$ cat src/rtl/pc_sequencer_if.sv
// pc_sequencer_if: run-control, redirect and fetch/execute PC signals of the program counter sequencer.
interface pc_sequencer_if #(
  parameter int ADDR_WIDTH   = 8,
  parameter int OFFSET_WIDTH = 8
);
  logic                    start;
  logic [ADDR_WIDTH-1:0]   start_pc;
  logic                    en;
  logic                    jump_reg;
  logic [ADDR_WIDTH-1:0]   jr_pc;
  logic                    branch;
  logic [OFFSET_WIDTH-1:0] branch_offset;
  logic                    halt;
  logic [ADDR_WIDTH-1:0]   pc;
  logic                    pc_valid;
  logic [ADDR_WIDTH-1:0]   pc_ex;
  logic                    pc_ex_valid;
  logic                    flush;
  logic                    busy;
  logic                    done;
  modport master (
    output start, start_pc, en, jump_reg, jr_pc, branch, branch_offset, halt,
    input  pc, pc_valid, pc_ex, pc_ex_valid, flush, busy, done
  );
  modport slave (
    input  start, start_pc, en, jump_reg, jr_pc, branch, branch_offset, halt,
    output pc, pc_valid, pc_ex, pc_ex_valid, flush, busy, done
  );
endinterface

$ cat src/rtl/pc_sequencer.sv
// pc_sequencer: fetch PC with start/halt control, jump/branch redirects and an execute-stage PC delay line.
module pc_sequencer #(
  parameter int              ADDR_WIDTH   = 8,
  parameter int              OFFSET_WIDTH = 8,
  parameter int              PC_DELAY     = 2,
  parameter logic [ADDR_WIDTH-1:0] RESET_PC = '0
) (
  input logic          clk,
  input logic          rst,
  pc_sequencer_if.slave bus
);
  typedef enum logic {IDLE, RUN} state_e;
  state_e                               state_q, state_d;
  logic [ADDR_WIDTH-1:0]                pc_q, pc_d;
  logic                                 pc_valid_q, pc_valid_d;
  logic [PC_DELAY-1:0][ADDR_WIDTH-1:0]  stg_pc_q, stg_pc_d;
  logic [PC_DELAY-1:0]                  stg_v_q, stg_v_d;
  logic                                 done_q;
  logic                                 busy, act, do_halt, redir;
  logic signed [ADDR_WIDTH-1:0]         off_ext;
  assign busy    = state_q == RUN;
  assign act     = bus.en && busy && stg_v_q[PC_DELAY-1];
  assign do_halt = act && bus.halt;
  assign redir   = act && !bus.halt && (bus.jump_reg || bus.branch);
  assign off_ext = $signed(bus.branch_offset);
  always_comb begin
    state_d    = state_q;
    pc_d       = pc_q;
    pc_valid_d = pc_valid_q;
    stg_pc_d   = stg_pc_q;
    stg_v_d    = stg_v_q;
    if (!busy && bus.start) begin
      state_d    = RUN;
      pc_d       = bus.start_pc;
      pc_valid_d = 1'b1;
      stg_v_d    = '0;
    end else if (busy && bus.en) begin
      stg_pc_d[0] = pc_q;
      stg_v_d[0]  = pc_valid_q;
      for (int k = 1; k < PC_DELAY; k++) begin
        stg_pc_d[k] = stg_pc_q[k-1];
        stg_v_d[k]  = stg_v_q[k-1];
      end
      state_d    = do_halt ? IDLE : RUN;
      pc_valid_d = !do_halt;
      stg_v_d    = (do_halt || redir) ? '0 : stg_v_d;
      pc_d       = do_halt ? pc_q :
                   !redir  ? pc_q + 1'b1 :
                   bus.jump_reg ? bus.jr_pc : stg_pc_q[PC_DELAY-1] + off_ext;
    end
  end
  always_ff @(posedge clk) begin
    if (rst) begin
      state_q    <= IDLE;
      pc_q       <= RESET_PC;
      pc_valid_q <= 1'b0;
      stg_pc_q   <= '0;
      stg_v_q    <= '0;
      done_q     <= 1'b0;
    end else begin
      state_q    <= state_d;
      pc_q       <= pc_d;
      pc_valid_q <= pc_valid_d;
      stg_pc_q   <= stg_pc_d;
      stg_v_q    <= stg_v_d;
      done_q     <= do_halt;
    end
  end
  assign bus.pc          = pc_q;
  assign bus.pc_valid    = pc_valid_q;
  assign bus.pc_ex       = stg_pc_q[PC_DELAY-1];
  assign bus.pc_ex_valid = stg_v_q[PC_DELAY-1];
  assign bus.flush       = redir;
  assign bus.busy        = busy;
  assign bus.done        = done_q;
endmodule

$ cat src/flat_wrapper.sv
// flat-port wrapper written by rule: the top's interface ports become plain ports
module pc_sequencer_flat 
#(
  parameter int              ADDR_WIDTH   = 8,
  parameter int              OFFSET_WIDTH = 8,
  parameter int              PC_DELAY     = 2,
  parameter logic [ADDR_WIDTH-1:0] RESET_PC = '0
)
  (clk, rst, bus_start, bus_start_pc, bus_en, bus_jump_reg, bus_jr_pc, bus_branch, bus_branch_offset, bus_halt, bus_pc, bus_pc_valid, bus_pc_ex, bus_pc_ex_valid, bus_flush, bus_busy, bus_done);
  pc_sequencer_if #(.ADDR_WIDTH(ADDR_WIDTH), .OFFSET_WIDTH(OFFSET_WIDTH)) bus_i ();
  input logic clk;
  input logic rst;
  input wire logic [$bits(bus_i.start)-1:0] bus_start;
  input wire logic [$bits(bus_i.start_pc)-1:0] bus_start_pc;
  input wire logic [$bits(bus_i.en)-1:0] bus_en;
  input wire logic [$bits(bus_i.jump_reg)-1:0] bus_jump_reg;
  input wire logic [$bits(bus_i.jr_pc)-1:0] bus_jr_pc;
  input wire logic [$bits(bus_i.branch)-1:0] bus_branch;
  input wire logic [$bits(bus_i.branch_offset)-1:0] bus_branch_offset;
  input wire logic [$bits(bus_i.halt)-1:0] bus_halt;
  output wire logic [$bits(bus_i.pc)-1:0] bus_pc;
  output wire logic [$bits(bus_i.pc_valid)-1:0] bus_pc_valid;
  output wire logic [$bits(bus_i.pc_ex)-1:0] bus_pc_ex;
  output wire logic [$bits(bus_i.pc_ex_valid)-1:0] bus_pc_ex_valid;
  output wire logic [$bits(bus_i.flush)-1:0] bus_flush;
  output wire logic [$bits(bus_i.busy)-1:0] bus_busy;
  output wire logic [$bits(bus_i.done)-1:0] bus_done;
  assign bus_i.start = bus_start;
  assign bus_i.start_pc = bus_start_pc;
  assign bus_i.en = bus_en;
  assign bus_i.jump_reg = bus_jump_reg;
  assign bus_i.jr_pc = bus_jr_pc;
  assign bus_i.branch = bus_branch;
  assign bus_i.branch_offset = bus_branch_offset;
  assign bus_i.halt = bus_halt;
  assign bus_pc = bus_i.pc;
  assign bus_pc_valid = bus_i.pc_valid;
  assign bus_pc_ex = bus_i.pc_ex;
  assign bus_pc_ex_valid = bus_i.pc_ex_valid;
  assign bus_flush = bus_i.flush;
  assign bus_busy = bus_i.busy;
  assign bus_done = bus_i.done;
  pc_sequencer #(.ADDR_WIDTH(ADDR_WIDTH), .OFFSET_WIDTH(OFFSET_WIDTH), .PC_DELAY(PC_DELAY), .RESET_PC(RESET_PC)) u_core (.clk(clk), .rst(rst), .bus(bus_i));
endmodule
$ cat config.mk
export PLATFORM = sky130hd
export DESIGN_NAME = pc_sequencer_flat
export DESIGN_NICKNAME = d
export VERILOG_FILES = /design/src/rtl/pc_sequencer_if.sv /design/src/rtl/pc_sequencer.sv /design/src/flat_wrapper.sv
export SDC_FILE = /design/constraint.sdc
export NUM_CORES = 1
export LEC_CHECK = 0
export BUFFER_PORTS_ARGS = -buffer_cell sky130_fd_sc_hd__buf_2
export CAP_MARGIN = 20
export CORE_ASPECT_RATIO = 0.6
export CORE_MARGIN = 4
export CORE_UTILIZATION = 35
export CTS_CLUSTER_SIZE = 16
export DETAILED_ROUTE_END_ITERATION = 10
export GPL_ROUTABILITY_DRIVEN = 1
export RECOVER_POWER = 25
export REMOVE_ABC_BUFFERS = 1
export SETUP_SLACK_MARGIN = 0.05
export SYNTH_ARGS = -nofsm -noshare
export SYNTH_HDL_FRONTEND = slang
export SYNTH_SLANG_ARGS = --single-unit
$ cat constraint.sdc
create_clock -name clk -period 2 [get_ports clk]
set_input_delay 0.4 -clock clk [delete_from_list [all_inputs] [get_ports clk]]
set_output_delay 0.4 -clock clk [all_outputs]
set_load 0.01 [all_outputs]
==> run metrics <==
final estimated routing congestion in global placement=0.795; Clock Tree Root=clkbuf_8; crit-path cells=ha_1, inv_1, fa_2, o21ai_0, nand2_2, a311o_1, a21oi_1; crit-path max FO=3; Setup WS pre-CTS=-0.0729 ns; die area=a little over 6000 sq um; # IOs=52; Clk pwr share=between 20% and 30%; cts bufs inserted=3; Avg Cell Area, Syn=7.76 sq um; layout cells sized above 1=26.0%; Synth top cells by count=44 x nand2_1, 31 x a21oi_1, 28 x dfxtp_1, 12 x nor2_1, 10 x o21ai_0; net switching power=roughly 0.33 mW; slowest stage delay, CP=~0.41 ns; slew margin rel.=47.6%; P per Cell Area=555 nW/um^2; Clock Sinks=28; clk slew on worst S/H paths=0.10 ns; max-slew violations=0; drt wl/cell=14.8 um; critical path class=flip-flop to flip-flop; Hold Crit Class=input pin to flip-flop; num rows=19; die width=99.2 um; Period minus WS final=1.84 ns; Setup crit end kind=flip-flop; EDFF count, synth=0; Yosys cell types=between 40 and 50; first-pass GRT wire length=7710 um; fin area=2030 sq um; count leader, synth=nand2_1; Peak VDD IR=about 0.23 mV; Internal Power=a little over 0.8 mW; largest net degree at the start of global routing=32; placeable core area=4680 sq um; TNS Setup=0 ns; initial antenna violation count=0; cell area after synthesis=1750 sq um; vias in the first global route=1520; Hold Vio Cnt, Final=0; CTS Buffer Depth=2; drt drc=0; Worst Skew=about 0.0071 ns; Total GRT Usage=15.3%; Leak=around 0.86 nW; switching share of power=28.8%; Port Buffers=between 50 and 60; TritonCTS clock tree=done; ys flop type=dfxtp_1; asr flop ratio synth=0%; Setup WS post-layout=about 0.16 ns; Reg power frac=53.4%; area grow syn2layout=16.5%; 1st-iter DRT viols=140; post-route clock period utilization=91.9%; DP Area=1980 sq um; clk_lat worst skew=between 0.2 and 0.3 ns; most area-consuming cells after synthesis=dfxtp_1 32%, nand2_1 9.5%, a21oi_1 8.9%; Inst Count DP=325; post-synthesis sequential area ratio=32.1%; Antenna Cells=0; starting density of the core=37.3%; fillers=503; Die Ht=roughly 63 um; TritonRoute pass-1 iters=4; area leader, netlist=dfxtp_1; Worst Tran Pin Value=0.786 ns; RSZ-0062 raised after global routing=false; Via density=between 5 and 6; Cells after Synth=225; result of the run=completed; MaxCap Viol Count=0; H-tree levels=1; Setup Buffers After CTS=0; routed wire length=a little under 5000 um; critical path data arrival time=2.05 ns; Setup Viol. Count Final=0; startpoint types=flip-flop; post-synth top area share=32.1%; nets@finish=307; aggregate global routing overflow=0; Yosys reg bits=28; combinational share of power=19.2%; FMAX=0.544 GHz; synth warn=0; Detail Placement HPWL=~3600 um; antenna-violating nets left=0; Crit-path slowest cell=fa_2; Crit path required time=roughly 2.2 ns; Hold Slack=about 0.37 ns; Finished Layout Cells=328; vias after detailed routing=1689
-- sequential cells by signal (all words and copies together) (netlist names) --
signal,flops
u_core.bus.done,1
u_core.bus.pc_ex,8
u_core.bus.pc_valid,1
u_core.bus.pc,8
u_core.stg_pc_q,8
u_core.stg_v_q,2
-- power by group through the flow --
stage / Sequential, mW / Clock, mW / Combinational (mW)
after floorplan: 0.622 / 0 / 0.0988
after global placement: 0.616 / 0 / 0.218
after detailed placement: 0.616 / 0 / 0.218
after CTS: 0.603 / 0.328 / 0.219
after global routing: 0.607 / 0.344 / 0.242
final: 0.603 / 0.309 / 0.217
-- layer usage --
metal	wire length, um	part of all wire, %	GRT usage (%)	vias to the layer above
met5	0	0	0	-
met4	17	0.35	1.53	0
met3	568	12	5.02	2
met2	1870	38	20.0	70
met1	2400	49	24.3	751
li1	-	-	-	866
-- layout make-up --
class / count / area (sq um) / area share (%)
clock buffers: 3 / 41.3 / 2.03
inverters: 6 / 27.5 / 1.35
multi-input cells: 172 / 1040 / 51.0
flip-flops and latches: 28 / 562 / 27.6
well taps: 63 / 78.8 / 3.87
repair buffers: 56 / 287 / 14.1
-- placed cells by master, fill, tap and decap left out, drive strengths merged, types with 2 or more instances in the layout --
cell	instances
nor3	6
and3	4
a31oi	2
nand2	45
a21o	3
clkbuf	6
dfxtp	28
o31ai	2
a21oi	32
nor2b	3
or3	3
nor2	12
xor2	5
o311ai	2
ha	8
o21ai	11
a22oi	2
nand2b	2
and4b	3
inv	6
nand3	7
xnor2	2
buf	53
o22ai	2
a211oi	3
-- cell families (layout without fill, tap and decap cells) --
group,count (synthesis),in the layout,share of synthesized area (%)
buffers and inverters,25,65,9.31
adder cells (fa/ha/maj),9,9,6.88
AND/OR/NAND/NOR,91,91,25.0
XOR/XNOR,7,7,3.51
AO/OA/AOI/OAI,64,64,22.6
multiplexers,1,1,0.573
flip-flops,28,28,32.1
-- final timing paths --
kind | from | to | slack (ns) | depth (start not counted)
setup / recovery | u_core.bus.pc_ex[0] | u_core.bus.pc[1] | 0.16 | 7
hold reg to reg | u_core.stg_pc_q[1] | u_core.bus.pc_ex[1] | 0.46 | 2
hold / removal | bus_start_pc[1] | u_core.bus.pc[1] | 0.37 | 3
setup reg to reg | u_core.bus.pc_ex[0] | u_core.bus.pc[1] | 0.16 | 7
-- what timing repair did --
action,in CTS,in global routing
resized for setup,1,4
hold buffers,0,0
endpoints found under the setup margin,1,3
gates cloned,0,0
-- stage by stage --
step                power (mW)  utilization, %
floorplan                0.721               -
global placement         0.834            42.3
detailed placement       0.834            42.3
CTS                       1.15            43.3
global route              1.19            43.4
finish                    1.13            43.4
-- worst max-delay path, delay by kind of cell, from the launching register on --
kind,cells,cell delay (ns)
fa+ha+maj,2,0.62
flops,1,0.34
simple gates,1,0.07
buf+inv,1,0.07
compound gates,3,0.67
Power figures use the tool's default switching activity.
